File: config.mk
export PLATFORM = sky130hd
export DESIGN_NAME = mcu_fsm_flat
export DESIGN_NICKNAME = d
export VERILOG_FILES = /design/src/rtl/mcu_fsm_if.sv /design/src/rtl/mcu_fsm.sv /design/src/flat_wrapper.sv
export SDC_FILE = /design/constraint.sdc
export NUM_CORES = 1
export LEC_CHECK = 0
export CORE_MARGIN = 2
export CORE_UTILIZATION = 37
export DETAILED_ROUTE_END_ITERATION = 10
export GPL_TIMING_DRIVEN = 0
export HOLD_SLACK_MARGIN = 0.03
export PLACE_DENSITY = 0.77
export SYNTH_ARGS = -nofsm -noshare
export SYNTH_HDL_FRONTEND = slang
export SYNTH_SLANG_ARGS = --single-unit
File: constraint.sdc
create_clock -name clk -period 2 [get_ports clk]
set_input_delay 0.2 -clock clk [delete_from_list [all_inputs] [get_ports clk]]
set_output_delay 0.2 -clock clk [all_outputs]
set_load 0.005 [all_outputs]
File: src/rtl/mcu_fsm_if.sv
`default_nettype none
// ============================================================================
//  Module      : mcu_fsm_if
//  Description : Control/handshake bundle between the multi-cycle main
//                control sequencer (master) and the MIPS32 datapath (slave).
//                Ports:
//                  OpCode, Zero, MemReady   datapath -> sequencer
//                  PCWrite .. PCSource      sequencer -> datapath strobes
//                  Trap, State              sequencer status / debug
//  Revision    : 1.0  initial release
// ============================================================================
interface mcu_fsm_if #(
  parameter int OPCODE_LEN = 6,
  parameter int ALUOP_LEN  = 2
);
  logic [OPCODE_LEN-1:0] OpCode;
  logic                  Zero;
  logic                  MemReady;

  logic                  PCWrite;
  logic                  PCWriteCond;
  logic                  IorD;
  logic                  MemRd;
  logic                  MemWr;
  logic                  IRWrite;
  logic                  MemtoReg;
  logic                  RegDst;
  logic                  RegWr;
  logic                  ALUSrcA;
  logic [1:0]            ALUSrcB;
  logic [ALUOP_LEN-1:0]  ALUOp;
  logic [1:0]            PCSource;
  logic                  Trap;
  logic [3:0]            State;

  modport master (
    input  OpCode, Zero, MemReady,
    output PCWrite, PCWriteCond, IorD, MemRd, MemWr, IRWrite, MemtoReg,
           RegDst, RegWr, ALUSrcA, ALUSrcB, ALUOp, PCSource, Trap, State
  );

  modport slave (
    output OpCode, Zero, MemReady,
    input  PCWrite, PCWriteCond, IorD, MemRd, MemWr, IRWrite, MemtoReg,
           RegDst, RegWr, ALUSrcA, ALUSrcB, ALUOp, PCSource, Trap, State
  );
endinterface
`default_nettype wire

File: src/rtl/mcu_fsm.sv
`default_nettype none
// ============================================================================
//  Module      : mcu_fsm
//  Description : Multi-cycle main control sequencer for the MIPS32 core.
//                Steps each instruction through fetch / decode / execute /
//                memory / write-back and decodes datapath strobes from the
//                current state (plus MemReady in FETCH).
//                Ports:
//                  clk   rising-edge clock
//                  rst   synchronous active-high reset (-> FETCH)
//                  bus   mcu_fsm_if.master: OpCode/Zero/MemReady in,
//                        control strobes, Trap and debug State out
//  Revision    : 1.0  initial release
// ============================================================================
module mcu_fsm #(
  parameter int OPCODE_LEN = 6,
  parameter int ALUOP_LEN  = 2
) (
  input  wire logic  clk,
  input  wire logic  rst,
  mcu_fsm_if.master  bus
);

  localparam logic [OPCODE_LEN-1:0] c_OP_RTYPE = OPCODE_LEN'('h00);
  localparam logic [OPCODE_LEN-1:0] c_OP_LW    = OPCODE_LEN'('h23);
  localparam logic [OPCODE_LEN-1:0] c_OP_SW    = OPCODE_LEN'('h2B);
  localparam logic [OPCODE_LEN-1:0] c_OP_BEQ   = OPCODE_LEN'('h04);
  localparam logic [OPCODE_LEN-1:0] c_OP_J     = OPCODE_LEN'('h02);
  localparam logic [OPCODE_LEN-1:0] c_OP_ADDI  = OPCODE_LEN'('h08);

  localparam logic [ALUOP_LEN-1:0] c_ALU_ADD   = ALUOP_LEN'(0);
  localparam logic [ALUOP_LEN-1:0] c_ALU_SUB   = ALUOP_LEN'(1);
  localparam logic [ALUOP_LEN-1:0] c_ALU_FUNCT = ALUOP_LEN'(2);

  typedef enum logic [3:0] {
    FETCH  = 4'd0,
    DECODE = 4'd1,
    MEMADR = 4'd2,
    MEMRD  = 4'd3,
    MEMWB  = 4'd4,
    MEMWR  = 4'd5,
    RTEX   = 4'd6,
    RTWB   = 4'd7,
    BRANCH = 4'd8,
    JUMP   = 4'd9,
    ADDIEX = 4'd10,
    ADDIWB = 4'd11,
    TRAP   = 4'd12
  } state_t;

  state_t r_state;
  state_t w_state_next;

  // MEMADR must pick MEMRD vs MEMWR without re-reading OpCode, which is only
  // sampled on the DECODE exit edge; this bit remembers lw vs sw.
  logic   r_is_load;
  logic   w_is_load_next;

  // Zero gates the PC load in the datapath, not the sequencing here.
  logic   w_unused_zero;
  assign  w_unused_zero = bus.Zero;

  logic                 w_pc_write;
  logic                 w_pc_write_cond;
  logic                 w_iord;
  logic                 w_mem_rd;
  logic                 w_mem_wr;
  logic                 w_ir_write;
  logic                 w_mem_to_reg;
  logic                 w_reg_dst;
  logic                 w_reg_wr;
  logic                 w_alu_src_a;
  logic [1:0]           w_alu_src_b;
  logic [ALUOP_LEN-1:0] w_alu_op;
  logic [1:0]           w_pc_source;
  logic                 w_trap;

  // --------------------------------------------------------------------------
  // State register
  // --------------------------------------------------------------------------
  always_ff @(posedge clk) begin
    if (rst) begin
      r_state   <= FETCH;
      r_is_load <= 1'b0;
    end else begin
      r_state   <= w_state_next;
      r_is_load <= w_is_load_next;
    end
  end

  // --------------------------------------------------------------------------
  // Next-state logic
  // --------------------------------------------------------------------------
  always_comb begin
    w_state_next   = r_state;
    w_is_load_next = r_is_load;
    case (r_state)
      FETCH:  if (bus.MemReady) w_state_next = DECODE;
      DECODE: begin
        w_is_load_next = (bus.OpCode == c_OP_LW);
        case (bus.OpCode)
          c_OP_LW,
          c_OP_SW:    w_state_next = MEMADR;
          c_OP_RTYPE: w_state_next = RTEX;
          c_OP_BEQ:   w_state_next = BRANCH;
          c_OP_J:     w_state_next = JUMP;
          c_OP_ADDI:  w_state_next = ADDIEX;
          default:    w_state_next = TRAP;
        endcase
      end
      MEMADR: w_state_next = r_is_load ? MEMRD : MEMWR;
      MEMRD:  if (bus.MemReady) w_state_next = MEMWB;
      MEMWB:  w_state_next = FETCH;
      MEMWR:  if (bus.MemReady) w_state_next = FETCH;
      RTEX:   w_state_next = RTWB;
      RTWB:   w_state_next = FETCH;
      BRANCH: w_state_next = FETCH;
      JUMP:   w_state_next = FETCH;
      ADDIEX: w_state_next = ADDIWB;
      ADDIWB: w_state_next = FETCH;
      TRAP:   w_state_next = TRAP;
      default: w_state_next = FETCH;   // codes 13..15: recover
    endcase
  end

  // --------------------------------------------------------------------------
  // Output decode (Moore, except IRWrite/PCWrite in FETCH)
  // --------------------------------------------------------------------------
  always_comb begin
    w_pc_write      = 1'b0;
    w_pc_write_cond = 1'b0;
    w_iord          = 1'b0;
    w_mem_rd        = 1'b0;
    w_mem_wr        = 1'b0;
    w_ir_write      = 1'b0;
    w_mem_to_reg    = 1'b0;
    w_reg_dst       = 1'b0;
    w_reg_wr        = 1'b0;
    w_alu_src_a     = 1'b0;
    w_alu_src_b     = 2'b00;
    w_alu_op        = c_ALU_ADD;
    w_pc_source     = 2'b00;
    w_trap          = 1'b0;
    case (r_state)
      FETCH: begin
        // PC+4 is computed every FETCH cycle but only committed with the IR.
        w_mem_rd    = 1'b1;
        w_alu_src_b = 2'b01;
        w_ir_write  = bus.MemReady;
        w_pc_write  = bus.MemReady;
      end
      DECODE: begin
        w_alu_src_b = 2'b11;              // branch target precompute
      end
      MEMADR: begin
        w_alu_src_a = 1'b1;
        w_alu_src_b = 2'b10;
      end
      MEMRD: begin
        w_mem_rd = 1'b1;
        w_iord   = 1'b1;
      end
      MEMWB: begin
        w_reg_wr     = 1'b1;
        w_mem_to_reg = 1'b1;
      end
      MEMWR: begin
        w_mem_wr = 1'b1;
        w_iord   = 1'b1;
      end
      RTEX: begin
        w_alu_src_a = 1'b1;
        w_alu_op    = c_ALU_FUNCT;
      end
      RTWB: begin
        w_reg_wr  = 1'b1;
        w_reg_dst = 1'b1;
      end
      BRANCH: begin
        w_alu_src_a     = 1'b1;
        w_alu_op        = c_ALU_SUB;
        w_pc_write_cond = 1'b1;
        w_pc_source     = 2'b01;
      end
      JUMP: begin
        w_pc_write  = 1'b1;
        w_pc_source = 2'b10;
      end
      ADDIEX: begin
        w_alu_src_a = 1'b1;
        w_alu_src_b = 2'b10;
      end
      ADDIWB: begin
        w_reg_wr = 1'b1;
      end
      TRAP: begin
        w_trap = 1'b1;
      end
      default: begin
      end
    endcase
  end

  assign bus.PCWrite     = w_pc_write;
  assign bus.PCWriteCond = w_pc_write_cond;
  assign bus.IorD        = w_iord;
  assign bus.MemRd       = w_mem_rd;
  assign bus.MemWr       = w_mem_wr;
  assign bus.IRWrite     = w_ir_write;
  assign bus.MemtoReg    = w_mem_to_reg;
  assign bus.RegDst      = w_reg_dst;
  assign bus.RegWr       = w_reg_wr;
  assign bus.ALUSrcA     = w_alu_src_a;
  assign bus.ALUSrcB     = w_alu_src_b;
  assign bus.ALUOp       = w_alu_op;
  assign bus.PCSource    = w_pc_source;
  assign bus.Trap        = w_trap;
  assign bus.State       = r_state;

endmodule
`default_nettype wire

File: src/flat_wrapper.sv
// flat-port wrapper written by rule: the top's interface ports become plain ports
module mcu_fsm_flat 
#(
  parameter int OPCODE_LEN = 6,
  parameter int ALUOP_LEN  = 2
)
  (clk, rst, bus_OpCode, bus_Zero, bus_MemReady, bus_PCWrite, bus_PCWriteCond, bus_IorD, bus_MemRd, bus_MemWr, bus_IRWrite, bus_MemtoReg, bus_RegDst, bus_RegWr, bus_ALUSrcA, bus_ALUSrcB, bus_ALUOp, bus_PCSource, bus_Trap, bus_State);
  mcu_fsm_if #(.OPCODE_LEN(OPCODE_LEN), .ALUOP_LEN(ALUOP_LEN)) bus_i ();
  input  wire logic clk;
  input  wire logic rst;
  input wire logic [$bits(bus_i.OpCode)-1:0] bus_OpCode;
  input wire logic [$bits(bus_i.Zero)-1:0] bus_Zero;
  input wire logic [$bits(bus_i.MemReady)-1:0] bus_MemReady;
  output wire logic [$bits(bus_i.PCWrite)-1:0] bus_PCWrite;
  output wire logic [$bits(bus_i.PCWriteCond)-1:0] bus_PCWriteCond;
  output wire logic [$bits(bus_i.IorD)-1:0] bus_IorD;
  output wire logic [$bits(bus_i.MemRd)-1:0] bus_MemRd;
  output wire logic [$bits(bus_i.MemWr)-1:0] bus_MemWr;
  output wire logic [$bits(bus_i.IRWrite)-1:0] bus_IRWrite;
  output wire logic [$bits(bus_i.MemtoReg)-1:0] bus_MemtoReg;
  output wire logic [$bits(bus_i.RegDst)-1:0] bus_RegDst;
  output wire logic [$bits(bus_i.RegWr)-1:0] bus_RegWr;
  output wire logic [$bits(bus_i.ALUSrcA)-1:0] bus_ALUSrcA;
  output wire logic [$bits(bus_i.ALUSrcB)-1:0] bus_ALUSrcB;
  output wire logic [$bits(bus_i.ALUOp)-1:0] bus_ALUOp;
  output wire logic [$bits(bus_i.PCSource)-1:0] bus_PCSource;
  output wire logic [$bits(bus_i.Trap)-1:0] bus_Trap;
  output wire logic [$bits(bus_i.State)-1:0] bus_State;
  assign bus_i.OpCode = bus_OpCode;
  assign bus_i.Zero = bus_Zero;
  assign bus_i.MemReady = bus_MemReady;
  assign bus_PCWrite = bus_i.PCWrite;
  assign bus_PCWriteCond = bus_i.PCWriteCond;
  assign bus_IorD = bus_i.IorD;
  assign bus_MemRd = bus_i.MemRd;
  assign bus_MemWr = bus_i.MemWr;
  assign bus_IRWrite = bus_i.IRWrite;
  assign bus_MemtoReg = bus_i.MemtoReg;
  assign bus_RegDst = bus_i.RegDst;
  assign bus_RegWr = bus_i.RegWr;
  assign bus_ALUSrcA = bus_i.ALUSrcA;
  assign bus_ALUSrcB = bus_i.ALUSrcB;
  assign bus_ALUOp = bus_i.ALUOp;
  assign bus_PCSource = bus_i.PCSource;
  assign bus_Trap = bus_i.Trap;
  assign bus_State = bus_i.State;
  mcu_fsm #(.OPCODE_LEN(OPCODE_LEN), .ALUOP_LEN(ALUOP_LEN)) u_core (.clk(clk), .rst(rst), .bus(bus_i));
endmodule
==> results_dict.tcl <==
set metrics [dict create \
    core_um2 1470 \
    wirelength_mm 1.70 \
    clock.fmax_mhz 523 \
    synth-seq-cells 5 \
    clock_skew_ps 3.88 \
    reg2regPathDepth 4 \
    areaGrowthSynthToFinish_pct 75.5 \
    switching_share_pct 34.2 \
    antenna_found_initial 0 \
    grt_pass1_wl_mm 2.84 \
    cts_root_buffer "clkbuf_4" \
    syn-num-nets 90 \
    grt_pass1_vias 650 \
    cpPeakStageDelay_ps 490 \
    fillerInstances 129 \
    fin_crit_sh_pct 95.6 \
    worst_slew_margin_rel_pct 79.8 \
    p_comb_share_pct 58.1 \
    maxCapViolCount 0 \
    boundaryPins 31 \
    avgViaCountPerCell 5.28 \
    synth_mux_area_share_pct 3.56 \
    groute.usage.overall_pct 19.9 \
    cts_htree_levels 1 \
    power_switching_w 0.000197 \
    portBuffers 29 \
    post_synth.cell_area_avg_um2 7.02 \
    critPathArrivalTime_ps 1710 \
    multi_input_area_um2 429 \
    critPathLaunch "u_core.bus.State[1]" \
    pre_cts_slack_ps -83.7 \
    cp.required_ps 1800 \
    synth_compound_area_share_pct 26.1 \
    cp-start-kind "flip-flop" \
    power_frac_seq_pct 22.8 \
    grt_max_degree 11 \
    critPathKind "reg -> out" \
    start_util_pct 38.2 \
    timing.rr.start "u_core.bus.State[3]" \
    synthSimpleGateAreaFrac_pct 39.9 \
    power_density_nw_per_um2 585 \
    fp.dieH_um 43.0 \
    drive_above_1_share_pct 22.0 \
    fp.dieW_um 43.0 \
    hp-start "u_core.r_is_load" \
    min_period_ps 1910 \
    setup_violations 0 \
    slew_viol_final 0 \
    drc_errors 0 \
    place_congestion 0.866 \
    drt-initial-drc-count 13 \
    worst_pin_slew_ps 299 \
    vias 707 \
    core.rowCount 14 \
    ff_latch_area_um2 108 \
    ant_nets 0 \
    gr-total-overflow 0 \
    die_area_um2 1850 \
    layout_commonest_cell "clkdlybuf4s50_1" \
    num_antenna_cells 0 \
    crit_top_cell "buf_4" \
    yosysWarnings 0 \
    cts_buffers 3 \
    crit_path_cell_trace "buf_6, buf_4, nor3_2, buf_4, clkdlybuf4s50_1" \
    hold_violations 0 \
    rrSetupSlack_ps 450 \
    dp.cells 125 \
    cts.sinks 5 \
    clk_pin_slew_worst_paths_ps 40 \
    clockBufferDepth 2 \
    synthCells 80 \
    setup_slack_ps 88.8 \
    power.internal_w 0.000379 \
    final_cell_mix "27 x clkdlybuf4s50_1, 11 x nor2_1, 8 x buf_4" \
    status "finished clean" \
    detail_route.first_pass.iterations 4 \
    synth_top_family_by_area "simple AND/OR/NAND/NOR gates" \
    finalNonFillerCells 134 \
    cp_max_fo 6 \
    leakagePower_nw 0.403 \
    cts_tree "built" \
    pwr-share-clk_pct 19.1 \
    peakVddDrop_mv 0.540 \
    yosysSeqAreaShare_pct 17.8 \
    synth_xor_area_share_pct 4.68 \
    dp_hpwl_mm 1.28 \
    power.total_w 0.000577 \
    crit_slowest_cell "clkdlybuf4s50_1" \
    cp-end-kind "output port" \
    fin_util_pct 67.0 \
    hold_depth 2 \
    clk_latency_ps 230 \
    hp-class "reg -> reg" \
    syn_area_um2 562 \
    hold_slack_ps 507 \
    wl_per_cell_um 12.6 \
    nNetsFinal 129 \
    synth_adder_area_share_pct 0 \
    yosys.cell_types.count 35 \
]
metrics by stage:
step                TNS [ps]  cell area, um2
CTS                        0             931
global placement       -17.1             872
global route           -5.67             986
finish                     0             986
floorplan                  0             562
detailed placement     -83.7             872
power groups by stage:
stage | combinational, W | sequential (W) | clock (W)
after floorplan | 0.000160 | 0.000126 | 0
after global placement | 0.000314 | 0.000128 | 0
after detailed placement | 0.000321 | 0.000128 | 0
after CTS | 0.000335 | 0.000128 | 0.000116
after global routing | 0.000366 | 0.000134 | 0.000130
final | 0.000335 | 0.000131 | 0.000110
synthesized netlist by cell type:
master,count,area share [%]
a211o_1,1,1.6
a21boi_0,1,1.3
a21o_1,1,1.3
a21oi_1,4,3.6
a2bb2oi_1,1,1.6
a31oi_1,2,2.2
a32o_1,1,1.8
a32oi_1,1,1.6
a41oi_1,1,1.6
and3_1,1,1.1
buf_1,2,1.3
buf_4,2,2.7
clkbuf_1,2,1.3
dfxtp_1,5,18
inv_1,4,2.7
mux2i_1,2,3.6
nand2_1,6,4.0
nand2b_1,6,6.7
nand3_1,2,1.8
nor2_1,12,8.0
nor3_1,6,5.3
nor3b_1,1,1.3
nor4_1,1,1.1
nor4_4,1,3.8
o21a_1,1,1.3
o21ai_0,3,2.7
o311ai_0,1,1.6
o31ai_2,1,2.2
o32a_1,1,1.8
or2_2,1,1.1
or3_1,1,1.1
or4_4,1,2.0
or4b_4,1,2.4
xnor2_1,2,3.1
xor2_1,1,1.6
logic make-up (layout without fill, tap and decap cells):
group / after synthesis / in the layout
AO/OA/AOI/OAI: 20 / 20
XOR/XNOR: 3 / 3
multiplexers: 2 / 2
AND/OR/NAND/NOR: 40 / 40
buffers and inverters: 10 / 48
flip-flops: 5 / 5
final timing paths:
check	endpoint
max	bus_ALUOp[0]
max reg2reg	u_core.bus.State[0]
min reg2reg	u_core.r_is_load
min	u_core.r_is_load
metal layers:
metal	routed length [um]	global-route usage (%)	up-vias
li1	-	-	367
met2	848	31.8	26
met3	98	3.40	0
met5	0	0	-
met4	0	9.09	0
met1	748	26.0	314
flip-flops by register name (all words and copies together) (netlist names):
signal	flops
u_core.bus.State	4
u_core.r_is_load	1
area by class of cell:
cell class | instances | share of cell area (%)
flip-flops and latches | 5 | 10.9
repair buffers | 34 | 33.8
multi-input cells | 65 | 43.5
well taps | 16 | 2.03
plain buffers | 6 | 5.58
inverters | 4 | 1.52
clock buffers | 4 | 2.66
critical path, delay by kind of cell (launching register included):
family                 cells  cell delay (ps)
buffers and inverters      4              900
flip-flops                 1              340
AND/OR/NAND/NOR            1              240
repair_timing:
| item | in CTS | in global routing |
|---|---|---|
| setup endpoints to repair | 12 | 4 |
| hold buffers | 0 | 0 |
| resized for setup | 13 | 7 |
| buffers inserted | 0 | 5 |
(Power assumes the default switching activity.)
